## src/rtl/pipe_hazard_unit.sv

```systemverilog
// Hazard/forwarding controller beside the ID stage: a shift-register scoreboard of
// in-flight register writes drives operand bypass selects, stalls and branch flushes.
module pipe_hazard_unit #(
  parameter int RW       = 5,
  parameter int DEPTH    = 3,
  parameter int LOAD_LAT = 2,
  parameter int BR_STAGE = 3,
  parameter int FWD_EN   = 1,
  parameter int CW       = 16
) (
  input  logic                         clk,
  input  logic                         clr,
  input  logic                         id_valid,
  input  logic [RW-1:0]                id_rs,
  input  logic [RW-1:0]                id_rt,
  input  logic                         id_use_rs,
  input  logic                         id_use_rt,
  input  logic                         id_wreg,
  input  logic                         id_m2reg,
  input  logic [RW-1:0]                id_wn,
  input  logic                         br_taken,
  output logic                         stall,
  output logic                         bubble,
  output logic                         flush,
  output logic [$clog2(DEPTH+1)-1:0]   fwd_a,
  output logic [$clog2(DEPTH+1)-1:0]   fwd_b,
  output logic [CW-1:0]                stall_cnt,
  output logic [CW-1:0]                flush_cnt
);
  localparam int FW = $clog2(DEPTH + 1);

  logic          sb_valid_reg [1:DEPTH];
  logic [RW-1:0] sb_wn_reg    [1:DEPTH];
  logic          sb_m2reg_reg [1:DEPTH];

  logic [DEPTH:1] match_a;
  logic [DEPTH:1] match_b;
  logic [FW-1:0]  k_a;
  logic [FW-1:0]  k_b;
  logic           load_a;
  logic           load_b;
  logic           stall_a;
  logic           stall_b;
  logic           stall_any;
  logic [CW-1:0]  stall_cnt_reg;
  logic [CW-1:0]  flush_cnt_reg;

  genvar gi;
  generate
    for (gi = 1; gi <= DEPTH; gi++) begin : g_match
      assign match_a[gi] = id_valid && id_use_rs && (id_rs != '0) &&
                           sb_valid_reg[gi] && (sb_wn_reg[gi] == id_rs);
      assign match_b[gi] = id_valid && id_use_rt && (id_rt != '0) &&
                           sb_valid_reg[gi] && (sb_wn_reg[gi] == id_rt);
    end
  endgenerate

  // Scan oldest to youngest so the lowest matching entry is the one kept.
  always_comb begin
    k_a    = '0;
    k_b    = '0;
    load_a = 1'b0;
    load_b = 1'b0;
    for (int k = DEPTH; k >= 1; k--) begin
      if (match_a[k]) begin
        k_a    = FW'(k);
        load_a = sb_m2reg_reg[k];
      end
      if (match_b[k]) begin
        k_b    = FW'(k);
        load_b = sb_m2reg_reg[k];
      end
    end
    stall_a   = (|match_a) && ((FWD_EN == 0) || (load_a && (int'(k_a) < LOAD_LAT)));
    stall_b   = (|match_b) && ((FWD_EN == 0) || (load_b && (int'(k_b) < LOAD_LAT)));
    stall_any = stall_a || stall_b;
    flush     = br_taken;
    stall     = stall_any && !br_taken;
    bubble    = stall_any || br_taken;
    fwd_a     = ((FWD_EN != 0) && !stall_a) ? k_a : '0;
    fwd_b     = ((FWD_EN != 0) && !stall_b) ? k_b : '0;
  end

  // Entries younger than the resolving branch are killed instead of advancing.
  always_ff @(posedge clk) begin
    if (clr) begin
      for (int k = 1; k <= DEPTH; k++) sb_valid_reg[k] <= 1'b0;
    end else begin
      sb_valid_reg[1] <= id_valid && id_wreg && !stall_any && !br_taken;
      for (int k = 2; k <= DEPTH; k++)
        sb_valid_reg[k] <= sb_valid_reg[k-1] && !(br_taken && ((k - 1) < BR_STAGE));
    end
  end

  always_ff @(posedge clk) begin
    sb_wn_reg[1]    <= id_wn;
    sb_m2reg_reg[1] <= id_m2reg;
  end

  generate
    for (gi = 2; gi <= DEPTH; gi++) begin : g_shift
      always_ff @(posedge clk) begin
        sb_wn_reg[gi]    <= sb_wn_reg[gi-1];
        sb_m2reg_reg[gi] <= sb_m2reg_reg[gi-1];
      end
    end
  endgenerate

  always_ff @(posedge clk) begin
    if (clr) begin
      stall_cnt_reg <= '0;
      flush_cnt_reg <= '0;
    end else begin
      if (stall && (stall_cnt_reg != '1)) stall_cnt_reg <= stall_cnt_reg + CW'(1);
      if (flush && (flush_cnt_reg != '1)) flush_cnt_reg <= flush_cnt_reg + CW'(1);
    end
  end

  assign stall_cnt = stall_cnt_reg;
  assign flush_cnt = flush_cnt_reg;

endmodule

```

## config.mk

```make
export PLATFORM = sky130hd
export DESIGN_NAME = pipe_hazard_unit
export DESIGN_NICKNAME = d
export VERILOG_FILES = /design/src/rtl/pipe_hazard_unit.sv
export SDC_FILE = /design/constraint.sdc
export NUM_CORES = 1
export LEC_CHECK = 0
export CORE_MARGIN = 2
export CORE_UTILIZATION = 25
export DETAILED_ROUTE_END_ITERATION = 10
export GPL_TIMING_DRIVEN = 0
export PLACE_DENSITY_LB_ADDON = 0.05
export SLEW_MARGIN = 20
export SYNTH_ARGS = -nofsm -noshare
export SYNTH_HDL_FRONTEND = slang
export SYNTH_SLANG_ARGS = --single-unit
```

## constraint.sdc

```tcl
create_clock -name clk -period 4 [get_ports clk]
set_input_delay 1.2 -clock clk [delete_from_list [all_inputs] [get_ports clk]]
set_output_delay 1.2 -clock clk [all_outputs]
set_load 0.02 [all_outputs]
```

==> summary.txt <==
Timing
  – Layout Skew: 8.84 ps
  – Setup Viol. Count Final: 0
  – Worst Max-Slew Pin Slew: 580 ps
  – Slew Viols, Final: 0
  – Post-route minimum period: between 3000 and 4000 ps
  – Final hold violations: 0
  – Max Clk Rate: approximately 250 MHz
  – Worst hold margin: around 390 ps
  – RSZ-0062 raised after global routing: yes
  – Crit share post-route: 0.990
  – TNS Setup: 0 ps
  – Relative slew margins: 0.611

CTS
  – Worst-Skew Late Latency: roughly 300 ps
  – Total CTS buffers: 5
  – CTS tree: done
  – Clock Sinks: between 50 and 60
  – Longest Clk Path Bufs: 2
  – # hold bufs at CTS: 0
  – H-Tree Depth: 2
  – Root Buffer Master: clkbuf_8
  – Clk pin slew, worst setup/hold paths: roughly 100 ps

Worst hold path
  – Min-delay src: sb_wn_reg[0][10]
  – HP Class: flip-flop to flip-flop

Global routing
  – First-pass GRT wire length: approximately 10 mm
  – GR Overflow Total: 0
  – GR Util All Layers: 0.124
  – Largest net degree at the start of global routing: 16
  – Vias in the first global route: 1961
  – Initial antenna violation count: 0

Synthesis
  – Ys flop type: dfxtp_1
  – Post-synth EDFFs: 0
  – Register area share after synthesis: 0.416
  – Distinct cells, synth: 40
  – Syn Std Cell Area: 2460 um2
  – Seq cells post-synth: 51
  – Yosys Warn Count: 0
  – Avg Cell Area, Syn: 9.03 um2
  – Synthesized Nets: just under 300
  – Asr flop ratio synth: 0
  – Syn Inst Count: between 200 and 300

Die
  – IO Pins: 62
  – Die W: approximately 100 um
  – Row cnt: 36
  – Core Region: ~9600 um2
  – Die area: roughly 11000 um2
  – Die span in y: approximately 100 um
  – Starting Density: 0.255

Layout
  – Layout cells sized above 1: 0.142
  – Multi-input gate area: between 1000 and 1500 um2
  – ANT cells: 0
  – Register area: between 1000 and 1500 um2
  – Post-layout nets: 370
  – Fillers: 1042
  – Post-Route Utilization: 0.347
  – Commonest non-fill, non-tap cell in the layout: dfxtp_1
  – Synthesis-to-layout area growth: 36.2%
  – Most frequent cells in the layout: dfxtp_1 (51), clkdlybuf4s50_1 (44), nor2_1 (37)

Power and ir drop
  – Switching power: about 0.00023 W
  – Gate power share: 0.104
  – Internal: a little under 0.0007 W
  – Sw Ratio: 0.254
  – VDD IR max: roughly 180 uV
  – Cell Pwr Density: about 280 nW/um2
  – Leak: around 1.1 nW
  – Sequential share of power: 0.574
  – Clock power share: 0.322

Placement
  – HPWL Detailed: approximately 5 mm
  – GP Congestion: roughly 0.75
  – Buffers on Ports: 61

Route
  – Drt first-iter violations: 65
  – Routed WL: 6.46 mm
  – DRC Markers: 0
  – Antenna-violating nets left: 0
  – Total vias in the final route: ~2100
  – Vias per cell: 4.46
  – Drt wl/cell: about 13 um
  – Pre-antenna DRT Iters: 4

Status
  – Run status: completed

Setup path
  – CP Capture Type: output pin
  – R2r startpoint: sb_wn_reg[0][7]
  – CP Launch Type: input port
  – CP required: around 2800 ps
  – CP max FO: 4
  – Setup crit start: id_rs[3]
  – Critical path type: input port to output pin
  – CP Data Arrival Time: about 2800 ps

Flow run
  – Maxcap violations: 0
-- power groups by stage --
stage | clock (W) | combinational (W) | sequential (W)
2_1_floorplan | 0 | 0.0000440 | 0.000542
3_3_place_gp | 0 | 0.0000965 | 0.000542
3_5_place_dp | 0 | 0.0000958 | 0.000542
4_1_cts | 0.000321 | 0.0000983 | 0.000530
5_1_grt | 0.000335 | 0.000105 | 0.000532
6_report | 0.000297 | 0.0000957 | 0.000530
-- layer usage --
metal,GRT usage,up-vias,share of wire
met3,0.0237,2,0.044
met1,0.170,983,0.49
met5,0,-,0
met4,0.0304,0,0.0059
met2,0.202,50,0.46
li1,-,1100,-
-- area by class of cell --
type,count,area share
clock buffer,6,0.0217
inverter,6,0.00673
timing repair buffer,66,0.179
tap,133,0.0497
buffer,6,0.0101
multi-input combinational,209,0.424
clock inverter,2,0.00374
sequential,51,0.305
-- kinds of logic after synthesis --
group	count (synthesis)	share of synthesized area
multiplexers	6	0.0270
XOR/XNOR	48	0.171
flip-flops	51	0.416
AND/OR/NAND/NOR	119	0.254
buffers and inverters	12	0.0229
adder cells (fa/ha/maj)	2	0.0102
AO/OA/AOI/OAI	34	0.0993
-- stage by stage --
stage	setup slack, ps	instance area, um2	total power [W]	std cells
2_1_floorplan	173	2460	0.000586	272
3_5_place_dp	-1110	3230	0.000638	466
6_report	40.5	3350	0.000923	479
3_3_place_gp	-1110	3230	0.000638	466
4_1_cts	2.46	3370	0.000950	479
5_1_grt	-37.5	3350	0.000972	479
-- worst max-delay path: stages --
cell and delay [ps]:
clkdlybuf4s15_2 220, or4_4 510, o211ai_4 220, buf_6 130
buf_4 100, nor2_1 30, o21ai_0 60, mux2i_1 110
buf_2 170
-- cell usage after synthesis (all sizes together) (4+ instances only) --
library cell | count | area [um2]
inv | 6 | 22.5
o211ai | 8 | 92.6
dfxtp | 51 | 1020
xor2 | 23 | 201
nor4 | 6 | 37.5
xnor2 | 25 | 219
nand2 | 16 | 60.1
a21oi | 8 | 40.0
mux2i | 4 | 40.0
nand4 | 9 | 56.3
or3 | 7 | 46.3
nor3 | 7 | 62.6
nor2 | 37 | 139
nand3 | 23 | 115
o21ai | 12 | 63.8
-- repair_timing --
action | 4_1_cts | 5_1_grt
endpoints found under the setup margin | 6 | 6
resized for setup | 60 | 7
pin swaps | 8 | 7
gates cloned | 0 | 0
endpoints found under the hold margin | 0 | 0
setup buffers | 5 | 0
-- path summary, 6_finish.rpt --
check,to,slack [ps],depth (start not counted)
worst max-delay path,fwd_a[0],40,9
worst min-delay path,sb_wn_reg[0][15],390,0
worst max register to register,stall_cnt[10],1920,7
worst min register to register,sb_wn_reg[0][15],390,0
Power figures use the tool's default switching activity.
